File: src/rtl/ir_transmitter.sv
// Pulse-distance IR frame transmitter: header mark/space, MSB-first payload bits,
// stop mark, with a carrier of four generator ticks per cycle gated by the envelope.
module ir_transmitter #(
  parameter int DATA_WIDTH      = 32,
  parameter int TICKS_PER_UNIT  = 64,
  parameter int HDR_MARK_UNITS  = 16,
  parameter int HDR_SPACE_UNITS = 8,
  parameter int ONE_SPACE_UNITS = 3
) (
  input  logic                  In_Clock,
  input  logic                  In_Reset,
  input  logic                  In_Clock_Pulse,
  input  logic                  In_Valid,
  input  logic [DATA_WIDTH-1:0] In_Data,
  output logic                  Out_Ready,
  output logic                  Out_Busy,
  output logic                  Out_Envelope,
  output logic                  Out_IR,
  output logic                  Out_Done
);

  localparam int MAX_UNITS_A = (HDR_MARK_UNITS > HDR_SPACE_UNITS) ? HDR_MARK_UNITS : HDR_SPACE_UNITS;
  localparam int MAX_UNITS_B = (ONE_SPACE_UNITS > 1) ? ONE_SPACE_UNITS : 1;
  localparam int MAX_UNITS   = (MAX_UNITS_A > MAX_UNITS_B) ? MAX_UNITS_A : MAX_UNITS_B;
  localparam int MAX_TICKS   = MAX_UNITS * TICKS_PER_UNIT;
  localparam int SEG_W       = (MAX_TICKS > 1) ? $clog2(MAX_TICKS) : 1;
  localparam int BIT_W       = (DATA_WIDTH > 1) ? $clog2(DATA_WIDTH) : 1;

  localparam logic [SEG_W-1:0] HDR_MARK_LAST  = SEG_W'(HDR_MARK_UNITS * TICKS_PER_UNIT - 1);
  localparam logic [SEG_W-1:0] HDR_SPACE_LAST = SEG_W'(HDR_SPACE_UNITS * TICKS_PER_UNIT - 1);
  localparam logic [SEG_W-1:0] ONE_LAST       = SEG_W'(ONE_SPACE_UNITS * TICKS_PER_UNIT - 1);
  localparam logic [SEG_W-1:0] UNIT_LAST      = SEG_W'(TICKS_PER_UNIT - 1);
  localparam logic [BIT_W-1:0] LAST_BIT       = BIT_W'(DATA_WIDTH - 1);

  typedef enum logic [2:0] {
    IDLE,
    HDR_MARK,
    HDR_SPACE,
    BIT_MARK,
    BIT_SPACE,
    STOP_MARK
  } state_t;

  state_t                state_reg, state_next;
  logic                  prev_reg;
  logic [SEG_W-1:0]      seg_cnt_reg, seg_cnt_next;
  logic [1:0]            phase_reg, phase_next;
  logic [DATA_WIDTH-1:0] shift_reg, shift_next;
  logic [BIT_W-1:0]      bit_cnt_reg, bit_cnt_next;
  logic                  done_reg, done_next;
  logic                  ready_reg, env_reg;
  logic                  tick, seg_end, mark_cur, mark_next;
  logic [SEG_W-1:0]      seg_last;

  always_comb begin
    tick         = In_Clock_Pulse & ~prev_reg;
    state_next   = state_reg;
    seg_cnt_next = seg_cnt_reg;
    phase_next   = phase_reg;
    shift_next   = shift_reg;
    bit_cnt_next = bit_cnt_reg;
    done_next    = 1'b0;
    seg_end      = 1'b0;
    seg_last     = UNIT_LAST;
    mark_cur     = state_reg inside {HDR_MARK, BIT_MARK, STOP_MARK};

    case (state_reg)
      HDR_MARK:  seg_last = HDR_MARK_LAST;
      HDR_SPACE: seg_last = HDR_SPACE_LAST;
      BIT_SPACE: seg_last = shift_reg[DATA_WIDTH-1] ? ONE_LAST : UNIT_LAST;
      default:   seg_last = UNIT_LAST;
    endcase

    // Ticks are ignored in IDLE, so a tick coincident with acceptance is never counted.
    if (state_reg != IDLE && tick) begin
      seg_cnt_next = seg_cnt_reg + 1'b1;
      seg_end      = (seg_cnt_reg == seg_last);
      if (mark_cur) phase_next = phase_reg + 2'd1;
    end

    case (state_reg)
      IDLE: begin
        if (In_Valid) begin
          shift_next   = In_Data;
          bit_cnt_next = '0;
          state_next   = HDR_MARK;
        end
      end
      HDR_MARK:  if (seg_end) state_next = HDR_SPACE;
      HDR_SPACE: if (seg_end) state_next = BIT_MARK;
      BIT_MARK:  if (seg_end) state_next = BIT_SPACE;
      BIT_SPACE: begin
        if (seg_end) begin
          shift_next   = shift_reg << 1;
          bit_cnt_next = bit_cnt_reg + 1'b1;
          state_next   = (bit_cnt_reg == LAST_BIT) ? STOP_MARK : BIT_MARK;
        end
      end
      STOP_MARK: begin
        if (seg_end) begin
          state_next = IDLE;
          done_next  = 1'b1;
        end
      end
      default: state_next = IDLE;
    endcase

    // Every segment starts from a clean count and the carrier restarts high.
    if (state_next != state_reg) begin
      seg_cnt_next = '0;
      phase_next   = 2'd0;
    end
    mark_next = state_next inside {HDR_MARK, BIT_MARK, STOP_MARK};
  end

  always_ff @(posedge In_Clock) begin
    if (In_Reset) begin
      state_reg   <= IDLE;
      prev_reg    <= 1'b1;
      seg_cnt_reg <= '0;
      phase_reg   <= 2'd0;
      shift_reg   <= '0;
      bit_cnt_reg <= '0;
      done_reg    <= 1'b0;
      ready_reg   <= 1'b1;
      env_reg     <= 1'b0;
    end else begin
      state_reg   <= state_next;
      prev_reg    <= In_Clock_Pulse;
      seg_cnt_reg <= seg_cnt_next;
      phase_reg   <= phase_next;
      shift_reg   <= shift_next;
      bit_cnt_reg <= bit_cnt_next;
      done_reg    <= done_next;
      ready_reg   <= (state_next == IDLE);
      env_reg     <= mark_next;
    end
  end

  assign Out_Ready    = ready_reg;
  assign Out_Busy     = ~ready_reg;
  assign Out_Envelope = env_reg;
  assign Out_IR       = env_reg & ~phase_reg[1];
  assign Out_Done     = done_reg;

endmodule

File: config.mk
export PLATFORM = sky130hd
export DESIGN_NAME = ir_transmitter
export DESIGN_NICKNAME = d
export VERILOG_FILES = /design/src/rtl/ir_transmitter.sv
export SDC_FILE = /design/constraint.sdc
export NUM_CORES = 1
export LEC_CHECK = 0
export ABC_AREA = 1
export CORE_MARGIN = 1.5
export CORE_UTILIZATION = 50
export CTS_CLUSTER_SIZE = 40
export DETAILED_ROUTE_END_ITERATION = 12
export PLACE_DENSITY = 0.75
export SYNTH_ARGS = -nofsm -noshare
export SYNTH_HDL_FRONTEND = slang
export SYNTH_SLANG_ARGS = --single-unit
File: constraint.sdc
create_clock -name In_Clock -period 2.5 [get_ports In_Clock]
set_input_delay 0.5 -clock In_Clock [delete_from_list [all_inputs] [get_ports In_Clock]]
set_output_delay 0.5 -clock In_Clock [all_outputs]
set_load 0.05 [all_outputs]
## Word-level counts from Yosys, hierarchy flattened

Index checks and enable logic that the tools add are counted.

| storage, ports and cells | value |
|---|---|
| bits in registers | 56 |
| input bits | 36 |
| output and inout port bits | 5 |
| logic and storage cells | 60 |

| cells by class | value |
|---|---|
| add/subtract/negate cells | 3 |
| equality and inequality tests | 13 |
| multiplexer cells | 18 |
| bitwise operators | 6 |
| reductions and logical operators | 11 |

Operators by type and width:

| operator | number |
|---|---|
| two-way mux 32 bit | 2 |
| one-hot mux 32 bit (2 select lines) | 1 |
| one-hot mux 10 bit (3 select lines) | 1 |
| two-way mux 3 bit | 7 |
| one-hot mux 3 bit (6 select lines) | 1 |
| adder 10 x 1 -> 10 bit, second input constant | 1 |
| == test 10 bit | 1 |
| two-way mux 5 bit | 2 |
| one-hot mux 5 bit (2 select lines) | 1 |
| == test 3 x 2 -> 1 bit, second input constant | 3 |
| == test 3 bit, second input constant | 3 |
| nonzero test 3 bit | 3 |
| two-way mux 8 bit | 1 |
| == test 3 x 1 -> 1 bit, second input constant | 2 |
| zero test 3 bit | 2 |
| adder 5 x 1 -> 5 bit, second input constant | 1 |
| == test 5 bit, second input constant | 1 |
| != test 2 bit, second input constant | 2 |
| inverter 1 bit | 4 |
| OR reduction 2 bit | 2 |
| != test 3 bit | 1 |
| AND reduction 3 bit | 1 |
| adder 2 x 1 -> 2 bit, second input constant | 1 |
| bitwise AND 1 bit | 2 |
| other kinds (4) | 5 |

## Logic depth before layout (Yosys ltp)

Gate-level depths: netlist of the first run.

| depth | value |
|---|---|
| depth in word-level cells | 8 |
| gate-level depth with buffers | 15 |
| depth with buffers taken out | 13 |

## Worst setup path after synthesis of the first run

Ideal clock, no wire load.

| timing | value |
|---|---|
| path kind | register to output |
| start point | register env_reg, in the netlist Out_Envelope |
| end point | output Out_IR |
| arrival time | 1346 ps |
| required time | 2000 ps |
| path slack | 654 ps |
| cell stages (with the launch flop) | 3 |
| buffers on the path | 0 |
| cell sequence | dfxtp_1 -> inv_1 -> nor2_1 |

| between the ends | value |
|---|---|
| word-level cells in the longest chain between the ends | 1 |

RTL lines:

| what | RTL line | RTL |
|---|---|---|
| start: declaration | 51 | `logic ready_reg, env_reg;` |
| start signal: assignment | 136 | `env_reg <= mark_next;` |
| bitwise AND 1 bit | 143 | `assign Out_IR = env_reg & ~phase_reg[1];` |
| end: declaration | 18 | `output logic Out_IR,` |

Every way passes these cells.

## Worst setup path in the final report of the first run

| timing | value |
|---|---|
| start point | input In_Clock_Pulse |
| end point | register seg_cnt_reg[0] |

| between the ends | value |
|---|---|
| word-level cells in the longest chain between the ends | 7 |
| elaborated cells on any way between the ends | 11 |
| those cells by class | eq/ne: 1; mux: 7; bitwise: 1; reduce/logical: 2 |

RTL lines:

| what | RTL line | RTL |
|---|---|---|
| start: declaration | 12 | `input logic In_Clock_Pulse,` |
| bitwise AND 1 bit * | 56 | `tick = In_Clock_Pulse & ~prev_reg;` |
| logical AND 1 bit * | 75 | `if (state_reg != IDLE && tick) begin` |
| two-way mux 1 bit | 75 |  |
| two-way mux 3 bit, on equally long branches | n/a |  |
| one-hot mux 3 bit (6 select lines) | 81 | `case (state_reg)` |
| != test 3 bit | 109 | `if (state_next != state_reg) begin` |
| OR reduction 2 bit (no line) | n/a |  |
| end signal: assignment | 130 | `seg_cnt_reg <= seg_cnt_next;` |
| end: declaration | 46 | `logic [SEG_W-1:0] seg_cnt_reg, seg_cnt_next;` |

Every way passes the cells marked *; elsewhere a longest branch is shown, timed or not.
A chain may end at the register's enable or synchronous reset.

==> reports/results.ini, run 1 <==
[yosys]
seq_area_frac_synth_pct=40.65
synth_edf_count=0
ys.flop_type=dfxtp_1
synth_cells=330
ys_seq_elements=56
avgSynthCellArea_sq_um=8.357
synth_warnings=0
syn_area_sq_mm=0.002758
async_flop_share_pct=0
synth_nets=369
ys_types=31

[layout]
design_area_sq_mm=0.003338
fillers=468
layout-drive-gt1-share_pct=12.94
diodes=0
instances_no_fill=441
fin_nets=409
syn_to_final_growth_pct=21.05
largest_reg_flops=32

[floorplan]
pin_count=41
die_area_sq_mm=0.005970
fp.dieW_um=77.27
rows=26
fp.dieH_um=77.27
core_area_sq_mm=0.005205
start_util_pct=52.98

[placed_design]
port_buffers=40
place.gp.congestion=0.8787
place_inst=433
hpwl_mm=3.817
dpl_cell_area_sq_mm=0.003248

[status]
status=complete, no violations

[worst_setup_path]
critPathMaxFanout=12
required_ns=2.69
cp-startpoint=In_Clock_Pulse
r2r_slack_ns=0.45
r2r_end=seg_cnt_reg[0]
worstPathArrival_ns=2.32
crit_type=primary input to flip-flop
crit_path_start_kind=primary input
endpoint_kind=flip-flop
reg2regPathDepth=13
reg2reg_from=state_reg[2]

[cts]
cts_resized=0
cts_hold_buf=0
clock_path_buffers=2
clock_latency_ns=0.31
cts_tree=built
cts-htree-levels=2
post-cts-setup-buffer-count=0
cts-buffers-inserted=5
cts.sinks=56
clock-root-buffer=clkbuf_8
path_clk_slew_ns=0.09

[sta]
fin_hold_ws_ns=0.4752
rsz0062_at_grt=no
maxSlewViolCount=0
setup_tns_ns=0
hold_viol=0
period_needed_ns=2.127
final-setup-viol-count=0
post-route-period-util_pct=85.09
worst_pin_slew_ns=0.5068
max_slew_margin_pct=66.11
max_clock_freq_ghz=0.4701
finClkSkew_ns=0.008554

[global_routing]
antenna_found_initial=0
grt_pass1_wl_mm=9.149
grt_pass1_vias=2052
gr-total-overflow=0
grt_usage_pct=18.94
grt_start_max_net_pins=35

[pwr]
ir_worst_vdd_mv=0.2447
leakage_uw=0.001213
power_density_mw_per_mm2=510.7

[detailed_routing]
drtIter0Drc=105
drc=0
ant_nets=0
vias=2262
routedWlPerCell_um=11.88
viasPerCell=5.129
drt-total-wl_mm=5.241
firstDrtPassIters=4

[flow_run]
drv_cap=0

[min_path]
holdPathStages=2
worstHoldEndpoint=bit_cnt_reg[4]
min_from=bit_cnt_reg[4]
hold_class=flip-flop to flip-flop

## synth_stat cells, drive strengths merged (5+ instances only)
library cell | count | area (sq um)
dfxtp | 56 | 1121
nand2 | 47 | 196.4
a21oi | 41 | 246.5
o21ai | 37 | 185.2
mux2i | 32 | 320.3
nor2 | 28 | 150.1
inv | 27 | 101.4
nand3 | 17 | 97.60
buf | 12 | 92.58
xor2 | 7 | 61.31
nand4 | 5 | 31.28
nor3 | 5 | 25.02
## power breakdown
| group | internal, uW | switching, uW |
|---|---|---|
| logic | 115 | 120 |
| registers | 939 | 24.4 |
| clock network | 227 | 280 |
| total | 1280 | 424 |
## worst max-delay path: stages
cell	delay [ns]
clkdlybuf4s50_1	0.48
nand2_1	0.11
a21oi_4	0.15
nand2_2	0.10
nor2_4	0.16
nand3_4	0.11
nand2_1	0.07
nand2_1	0.04
nor2_1	0.17
a21oi_2	0.08
nand2_2	0.26
nor2_1	0.07
## metal layers
metal	up-vias	wire, um	part of all wire [%]	GRT usage, %
met4	0	66	1.3	7.091
met5	-	0	0	0
met2	53	2408	46	30.35
met1	1012	2533	48	25.40
met3	7	232	4.4	3.214
li1	1190	-	-	-
## per-stage QoR
| step | utilization, % | worst slack [ns] | total power, uW |
|---|---|---|---|
| final | 64.13 | 0.3729 | 1705 |
| after floorplan | - | 0.6538 | 1124 |
| after global routing | 64.13 | 0.1765 | 1788 |
| after global placement | 62.40 | 0.1229 | 1214 |
| after CTS | 64.13 | 0.3866 | 1725 |
| after detailed placement | 62.40 | 0.06084 | 1218 |
## kinds of logic (layout without fill, tap and decap cells)
group,Yosys count,in the layout,share of synthesized area [%]
muxes,32,32,11.62
AOI/OAI and AO/OA,78,78,15.65
DFF,56,56,40.65
adders and majority gates,3,3,1.361
buffers and inverters,44,85,7.894
xor gates and xnor gates,11,11,3.494
and+or+nand+nor,106,106,19.33
## area by class of cell
class	count	area (sq um)	share of cell area, %
Clock buffer	8	90.09	2.699
Inverter	28	110.1	3.298
Multi-Input combinational cell	230	1424	42.65
Sequential cell	56	1121	33.58
Tap cell	70	87.58	2.624
Timing Repair Buffer	49	505.5	15.14
## worst max path at each step
stage / to / slack, ns / cells past startpoint
5_1_grt: phase_reg[0] / 0.18 / 13
3_3_place_gp: phase_reg[0] / 0.12 / 12
4_1_cts: seg_cnt_reg[0] / 0.39 / 12
3_5_place_dp: seg_cnt_reg[0] / 0.06 / 12
6_report: seg_cnt_reg[0] / 0.37 / 12
2_1_floorplan: Out_IR / 0.65 / 2
## placed cells by master, fill, tap and decap left out, types with 2 or more instances in the layout
cell type,count
buf_4,6
a21oi_2,8
nor2_1,14
nand2_1,43
xor2_1,7
nand3_1,16
nand4_1,5
a21oi_1,32
inv_1,25
clkbuf_1,2
clkbuf_8,6
o21ai_0,9
nand2_2,2
ha_1,3
xnor2_1,4
dfxtp_1,56
inv_2,2
nor2_4,3
buf_12,3
clkdlybuf4s50_1,40
nor3_1,5
mux2i_1,32
nand2_4,2
nor2_2,11
o21ai_1,28
No activity file was read; power rests on OpenSTA's default activity.
==> inputs of run 2 (changes only) <==
--- a/config.mk
+++ b/config.mk
@@ -6,6 +6,7 @@
 export NUM_CORES = 1
 export LEC_CHECK = 0
 export ABC_AREA = 1
+export CAP_MARGIN = 5
 export CORE_MARGIN = 1.5
 export CORE_UTILIZATION = 50
 export CTS_CLUSTER_SIZE = 40
==> results of run 2 <==
Final layout, timing and power as in run 1 (identical DEF).
